### config.mk
export PLATFORM = sky130hd
export DESIGN_NAME = pipe_fetch
export DESIGN_NICKNAME = d
export VERILOG_FILES = /design/src/rtl/pipe_pkg.sv /design/src/rtl/pipe_if_reg.sv /design/src/rtl/pipe_fetch.sv
export SDC_FILE = /design/constraint.sdc
export NUM_CORES = 1
export LEC_CHECK = 0
export BUFFER_PORTS_ARGS = -buffer_cell sky130_fd_sc_hd__buf_2
export CORE_MARGIN = 10
export CORE_UTILIZATION = 40
export DETAILED_ROUTE_END_ITERATION = 10
export HOLD_SLACK_MARGIN = 0.12
export PLACE_DENSITY = 0.67
export SLEW_MARGIN = 0
export SYNTH_ARGS = -nofsm -noshare
export SYNTH_HDL_FRONTEND = slang
export SYNTH_SLANG_ARGS = --single-unit
export TNS_END_PERCENT = 1
### constraint.sdc
create_clock -name clock -period 4.9 [get_ports clock]
set_clock_uncertainty 0.2 [all_clocks]
set_input_delay 0.735 -clock clock [delete_from_list [all_inputs] [get_ports clock]]
set_output_delay 0.735 -clock clock [all_outputs]
set_load 0.01 [all_outputs]
### src/rtl/pipe_pkg.sv
// pipe_pkg: shared pcsource encodings, bubble word, fetch FSM states and a saturating increment.
package pipe_pkg;

    localparam logic [1:0] PCS_SEQ = 2'b00;
    localparam logic [1:0] PCS_BR  = 2'b01;
    localparam logic [1:0] PCS_REG = 2'b10;
    localparam logic [1:0] PCS_JMP = 2'b11;

    localparam logic [31:0] NOP_INST = 32'h0000_0000;

    typedef enum logic [1:0] {IDLE, REQ, DROP} fetch_state_e;

    function automatic logic [31:0] sat_inc(input logic [31:0] v);
        return &v ? v : v + 32'd1;
    endfunction

endpackage

### src/rtl/pipe_if_reg.sv
// pipe_if_reg: stage register with load enable and bubble insert; reusable for any later stage.
module pipe_if_reg #(
    parameter logic [31:0] NOP = 32'h0000_0000
) (
    input  logic        clock,
    input  logic        reset,
    input  logic        en_i,
    input  logic        bubble_i,
    input  logic [31:0] inst_i,
    input  logic [31:0] pc4_i,
    output logic [31:0] inst_o,
    output logic [31:0] pc4_o,
    output logic        valid_o
);

    logic [31:0] inst_q;
    logic [31:0] pc4_q;
    logic        valid_q;

    always_ff @(posedge clock or posedge reset) begin
        if (reset) begin
            inst_q  <= NOP;
            pc4_q   <= 32'd0;
            valid_q <= 1'b0;
        end else if (en_i) begin
            inst_q  <= bubble_i ? NOP : inst_i;
            pc4_q   <= pc4_i;
            valid_q <= !bubble_i;
        end
    end

    assign inst_o  = inst_q;
    assign pc4_o   = pc4_q;
    assign valid_o = valid_q;

endmodule

### src/rtl/pipe_fetch.sv
// pipe_fetch: IF stage + IF/ID register with stall skid buffer and redirect drop.
// Optional perf counters enabled by defining PIPE_FETCH_PERF_EN.
module pipe_fetch
    import pipe_pkg::*;
#(
    parameter logic [31:0] RESET_PC = 32'h0000_0000,
    parameter logic [31:0] NOP_INST = pipe_pkg::NOP_INST
) (
    input  logic        clock,
    input  logic        reset,
    input  logic [1:0]  pcsource,
    input  logic [31:0] bpc,
    input  logic [31:0] jpc,
    input  logic [31:0] rpc,
    input  logic        wpcir,
    input  logic        dbubble,
    output logic        imem_req,
    output logic [31:0] imem_addr,
    input  logic [31:0] imem_rdata,
    input  logic        imem_ack,
    output logic [31:0] pc,
    output logic [31:0] dpc4,
    output logic [31:0] inst,
    output logic        dvalid
`ifdef PIPE_FETCH_PERF_EN
   ,output logic [31:0] perf_fetched,
    output logic [31:0] perf_squashed,
    output logic [31:0] perf_stall
`else
`endif
);

    fetch_state_e state_q, state_d;
    logic [31:0]  pc_q, pc_d, skid_q, skid_d;
    logic         skid_v_q, skid_v_d;
    logic [31:0]  pc4, target, word;
    logic         done, redirect;

    assign pc4    = pc_q + 32'd4;
    assign target = pcsource == PCS_BR  ? bpc :
                    pcsource == PCS_REG ? rpc :
                    pcsource == PCS_JMP ? jpc : pc4;
    assign word   = skid_v_q ? skid_q : imem_rdata;
    // a word parked in the skid register completes without touching memory
    assign done     = state_q == REQ && wpcir && (skid_v_q || imem_ack);
    assign redirect = state_q == REQ && wpcir && !skid_v_q && !imem_ack && dbubble;

    always_comb begin
        state_d  = state_q;
        pc_d     = pc_q;
        skid_d   = skid_q;
        skid_v_d = skid_v_q;
        case (state_q)
            IDLE: state_d = REQ;
            REQ: begin
                if (done) begin
                    pc_d     = target;
                    skid_v_d = 1'b0;
                end else if (redirect) begin
                    pc_d    = target;
                    state_d = DROP;
                end else if (!wpcir && imem_ack && !skid_v_q) begin
                    skid_v_d = 1'b1;
                    skid_d   = imem_rdata;
                end
            end
            DROP: begin
                pc_d    = wpcir && dbubble ? target : pc_q;
                state_d = imem_ack ? REQ : DROP;
            end
            default: state_d = IDLE;
        endcase
    end

    always_ff @(posedge clock or posedge reset) begin
        if (reset) begin
            state_q  <= IDLE;
            pc_q     <= RESET_PC;
            skid_q   <= 32'd0;
            skid_v_q <= 1'b0;
        end else begin
            state_q  <= state_d;
            pc_q     <= pc_d;
            skid_q   <= skid_d;
            skid_v_q <= skid_v_d;
        end
    end

    assign imem_req  = state_q == REQ && wpcir && !skid_v_q;
    assign imem_addr = pc_q;
    assign pc        = pc_q;

    pipe_if_reg #(.NOP(NOP_INST)) u_if_id (
        .clock    (clock),
        .reset    (reset),
        .en_i     (wpcir),
        .bubble_i (!(done && !dbubble)),
        .inst_i   (word),
        .pc4_i    (pc4),
        .inst_o   (inst),
        .pc4_o    (dpc4),
        .valid_o  (dvalid)
    );

`ifdef PIPE_FETCH_PERF_EN
    logic [31:0] fetched_q, squashed_q, stall_q;

    always_ff @(posedge clock or posedge reset) begin
        if (reset) begin
            fetched_q  <= 32'd0;
            squashed_q <= 32'd0;
            stall_q    <= 32'd0;
        end else begin
            fetched_q  <= done && !dbubble ? sat_inc(fetched_q) : fetched_q;
            squashed_q <= (done && dbubble) || redirect ? sat_inc(squashed_q) : squashed_q;
            stall_q    <= !wpcir ? sat_inc(stall_q) : stall_q;
        end
    end

    assign perf_fetched  = fetched_q;
    assign perf_squashed = squashed_q;
    assign perf_stall    = stall_q;
`else
`endif

endmodule

==> results by group <==
Status
  • Status: complete, no violations

Drt
  • DR iter-0 viols: 402
  • Routed length on met3: 2020 um
  • Pre-antenna DRT Iters: 5
  • Metal2 WL: 11,400 um
  • DR vias: 6,483
  • M1 WL: 10,800 um
  • Max Used Layer: met5
  • Post-Route WL: about 25,000 um
  • DR WL/cell: 20.8 um
  • DR vias/cell: 5.48
  • Remaining DRCs: 0
  • Detail Route Antenna Nets: 0

Die
  • Row Count: 49
  • Initial Util: 40.9%
  • DIE AREA: approximately 24,000 um^2
  • Core area: 18,100 um^2
  • # IOs: 265
  • Die height: between 150 and 200 um
  • Die Wd: around 160 um

Worst setup path
  • CP startpoint kind: flip-flop
  • Reg2reg end: imem_addr[9]
  • CP Class: reg -> reg
  • CP max stage cell: a32oi_4
  • Crit path max-delay family: compound AO/OA/AOI/OAI gates
  • CP Max Fanout: 36
  • Delay of the slowest critical-path stage: between 0.8 and 0.9 ns
  • Crit path cell chain: or2_1, a32oi_4, buf_4, a21oi_1, o22a_1
  • Critical Path AT: roughly 3.1 ns
  • Buf+Inv Stages, Crit Path: 1
  • Worst path required time: between 5 and 6 ns
  • Flop-to-flop setup slack: 1.87 ns
  • RR Startpoint: skid_v_q
  • Worst R2R Path Depth: 5
  • Critical path capture point type: flip-flop

Placed design
  • GP Congestion: 0.830
  • Dpl cell area: 8610 um^2
  • Post-DP HPWL: 17,900 um
  • I/O Buffers: 264
  • Pre-CTS WS: 1.81 ns

Pwr
  • Share of power burned in registers: about two fifths
  • Pint: 0.00272 W
  • Lkg Pwr: 4.28 nW
  • Power per cell area: 449 nW/um^2
  • Net Sw Frac: approximately a third
  • Maximum vdd drop: 0.240 mV
  • Sw power: 0.00142 W
  • Clock network fraction of total power: 32.0%
  • Logic pwr share: 28.3%

CTS
  • Post-CTS Setup Bufs: 0
  • CTS tree: built
  • Root Buffer: clkbuf_16
  • CTS clk-pin slew, worst paths: approximately 0.06 ns
  • Worst-skew pair later-pin latency: 0.42 ns
  • CTS Buf Count: 17
  • Clk sinks: about 130
  • Resized Gates After CTS: 0
  • # hold bufs at CTS: 0
  • Clk buf depth: 2
  • H-Tree Depth: 4

STA
  • Unrepaired setup endpoints after global routing: false
  • Slew margin rel.: 31.5%
  • Tightest Pin Transition: 1.02 ns
  • Total negative setup slack: 0 ns
  • Final hold violations: 0
  • Max-slew violation count: 0
  • Tmin final: between 3 and 4 ns
  • Smallest setup slack after layout: 1.87 ns
  • Endpoints failing setup: 0
  • Max Fclk: 330 MHz
  • Post-route clock period utilization: about three fifths

Cells and area
  • Area growth syn-to-layout: 24.8%
  • Layout cells sized above 1: 39.1%
  • Nets@finish: 1,078
  • # diodes: 0
  • Finished Cell Area: 9220 um^2
  • Fill count: 1,681

Synthesis
  • Yosys Warn Count: 0
  • Post-synth top cells: dfrtp_1, nor2_1, a21oi_1, mux2i_1, mux2_2
  • Count leader, synth: dfrtp_1
  • Mapped cell area: 7390 um^2
  • Syn Nets: 874
  • Synth area leader: dfrtp_1
  • Number of flops mapped to enable cells by yosys: 0
  • Largest cells by area after synthesis: dfrtp_1, mux2_2, mux2i_1
  • Asr flop ratio synth: 100%
  • Synthesized instance count: 738
  • Flops & latches, synth: 132
  • Top FF cell, synth: dfrtp_1
  • Register area share after synthesis: between 40% and 50%
  • Netlist cell types: 67
  • Syn avg cell area: 10.0 um^2
  • Yosys top cell area share: between 40 and 50%

Job
  • Max-cap viol count: 0

Global route
  • GRT Util Overall: 19.9%
  • Initial antenna violation count: 1
  • GRT overflow: 0
  • Global-route wire length before repair: between 30,000 and 40,000 um
  • Largest net degree at the start of global routing: 104
  • Number of global-route vias before repair: 6,759

Worst hold path
  • Worst hold path class: reg -> reg
  • Hold Path Sink: u_if_id.pc4_o[3]
  • Hold_sp: u_if_id.pc4_o[3]
  • Worst Hold Path Cells: 1
-- cells by family (layout without fill, tap and decap cells) --
group	count (synthesis)	in the layout	synth area share, %
buffers and inverters	128	345	8.57
muxes	96	96	14.6
adders and majority gates	1	1	0.169
and+or+nand+nor	173	173	12.8
AOI/OAI and AO/OA	180	180	15.8
DFF	132	132	44.7
xor gates and xnor gates	28	28	3.32
-- layout make-up --
class                           instances  area, um^2  share of cell area, %
Multi-Input combinational cell        478        3480                   37.7
Sequential cell                       132        3300                   35.8
Timing Repair Buffer                  272        1380                   15.0
Clock buffer                           20         457                   4.95
Tap cell                              229         287                   3.11
Inverter                               41         159                   1.72
Clock inverter                         12         153                   1.66
-- state kept, by name, indices dropped and copies added (netlist names) --
register         flops
imem_addr           32
skid_q              32
skid_v_q             1
state_q              2
u_if_id.inst_o      32
u_if_id.pc4_o       32
u_if_id.valid_o      1
-- per-layer routing --
| metal | up-vias | GRT usage, % |
|---|---|---|
| met1 | 3125 | 25.7 |
| met4 | 2 | 5.58 |
| li1 | 3028 | - |
| met5 | - | 0 |
| met3 | 29 | 6.59 |
| met2 | 299 | 31.2 |
-- cells in the final DEF, fill, tap and decap left out, types with 5 or more instances in the layout --
cell type and instances:
a31oi_1 8, nand2b_1 8, buf_4 9, nor2_1 62, a22o_1 6, a2bb2oi_1 5, a21oi_1 53, o22a_1 8
nor3_1 9, mux2i_1 47, and3_1 5, inv_1 39, mux2_2 44, o21a_1 5, buf_2 263, nand2_1 32
o22ai_1 40, clkbuf_16 17, xnor2_1 15, xor2_1 13, nand4_1 10, dfrtp_1 131, o21ai_0 21, nand3_1 13
-- per-stage QoR --
step	power, W	util (%)	instances	hold slack (ns)
6_report	0.00414	51.0	1184	0.303
5_1_grt	0.00438	51.0	1184	0.314
4_1_cts	0.00419	51.0	1184	0.305
2_1_floorplan	0.00242	-	738	0.272
3_3_place_gp	0.00283	47.6	1152	0.286
3_5_place_dp	0.00285	47.6	1152	0.291
-- power groups by stage --
stage / sequential (W) / combinational [W] / clock (W)
finish: 0.00165 / 0.00117 / 0.00132
global route: 0.00169 / 0.00129 / 0.00139
CTS: 0.00165 / 0.00119 / 0.00135
detailed placement: 0.00166 / 0.00119 / 0
global placement: 0.00165 / 0.00117 / 0
floorplan: 0.00164 / 0.000779 / 0
-- how the worst max path moves through the flow --
stage                     start           end  slack, ns  cells after the start
floorplan                 reset  imem_addr[0]       0.44                      1
global placement    pcsource[0]  imem_addr[5]       1.82                      5
detailed placement  pcsource[0]  imem_addr[5]       1.81                      5
CTS                    skid_v_q  imem_addr[7]       1.84                      5
global route           skid_v_q  imem_addr[9]       1.68                      5
finish                 skid_v_q  imem_addr[9]       1.87                      5
Power figures use the tool's default switching activity.
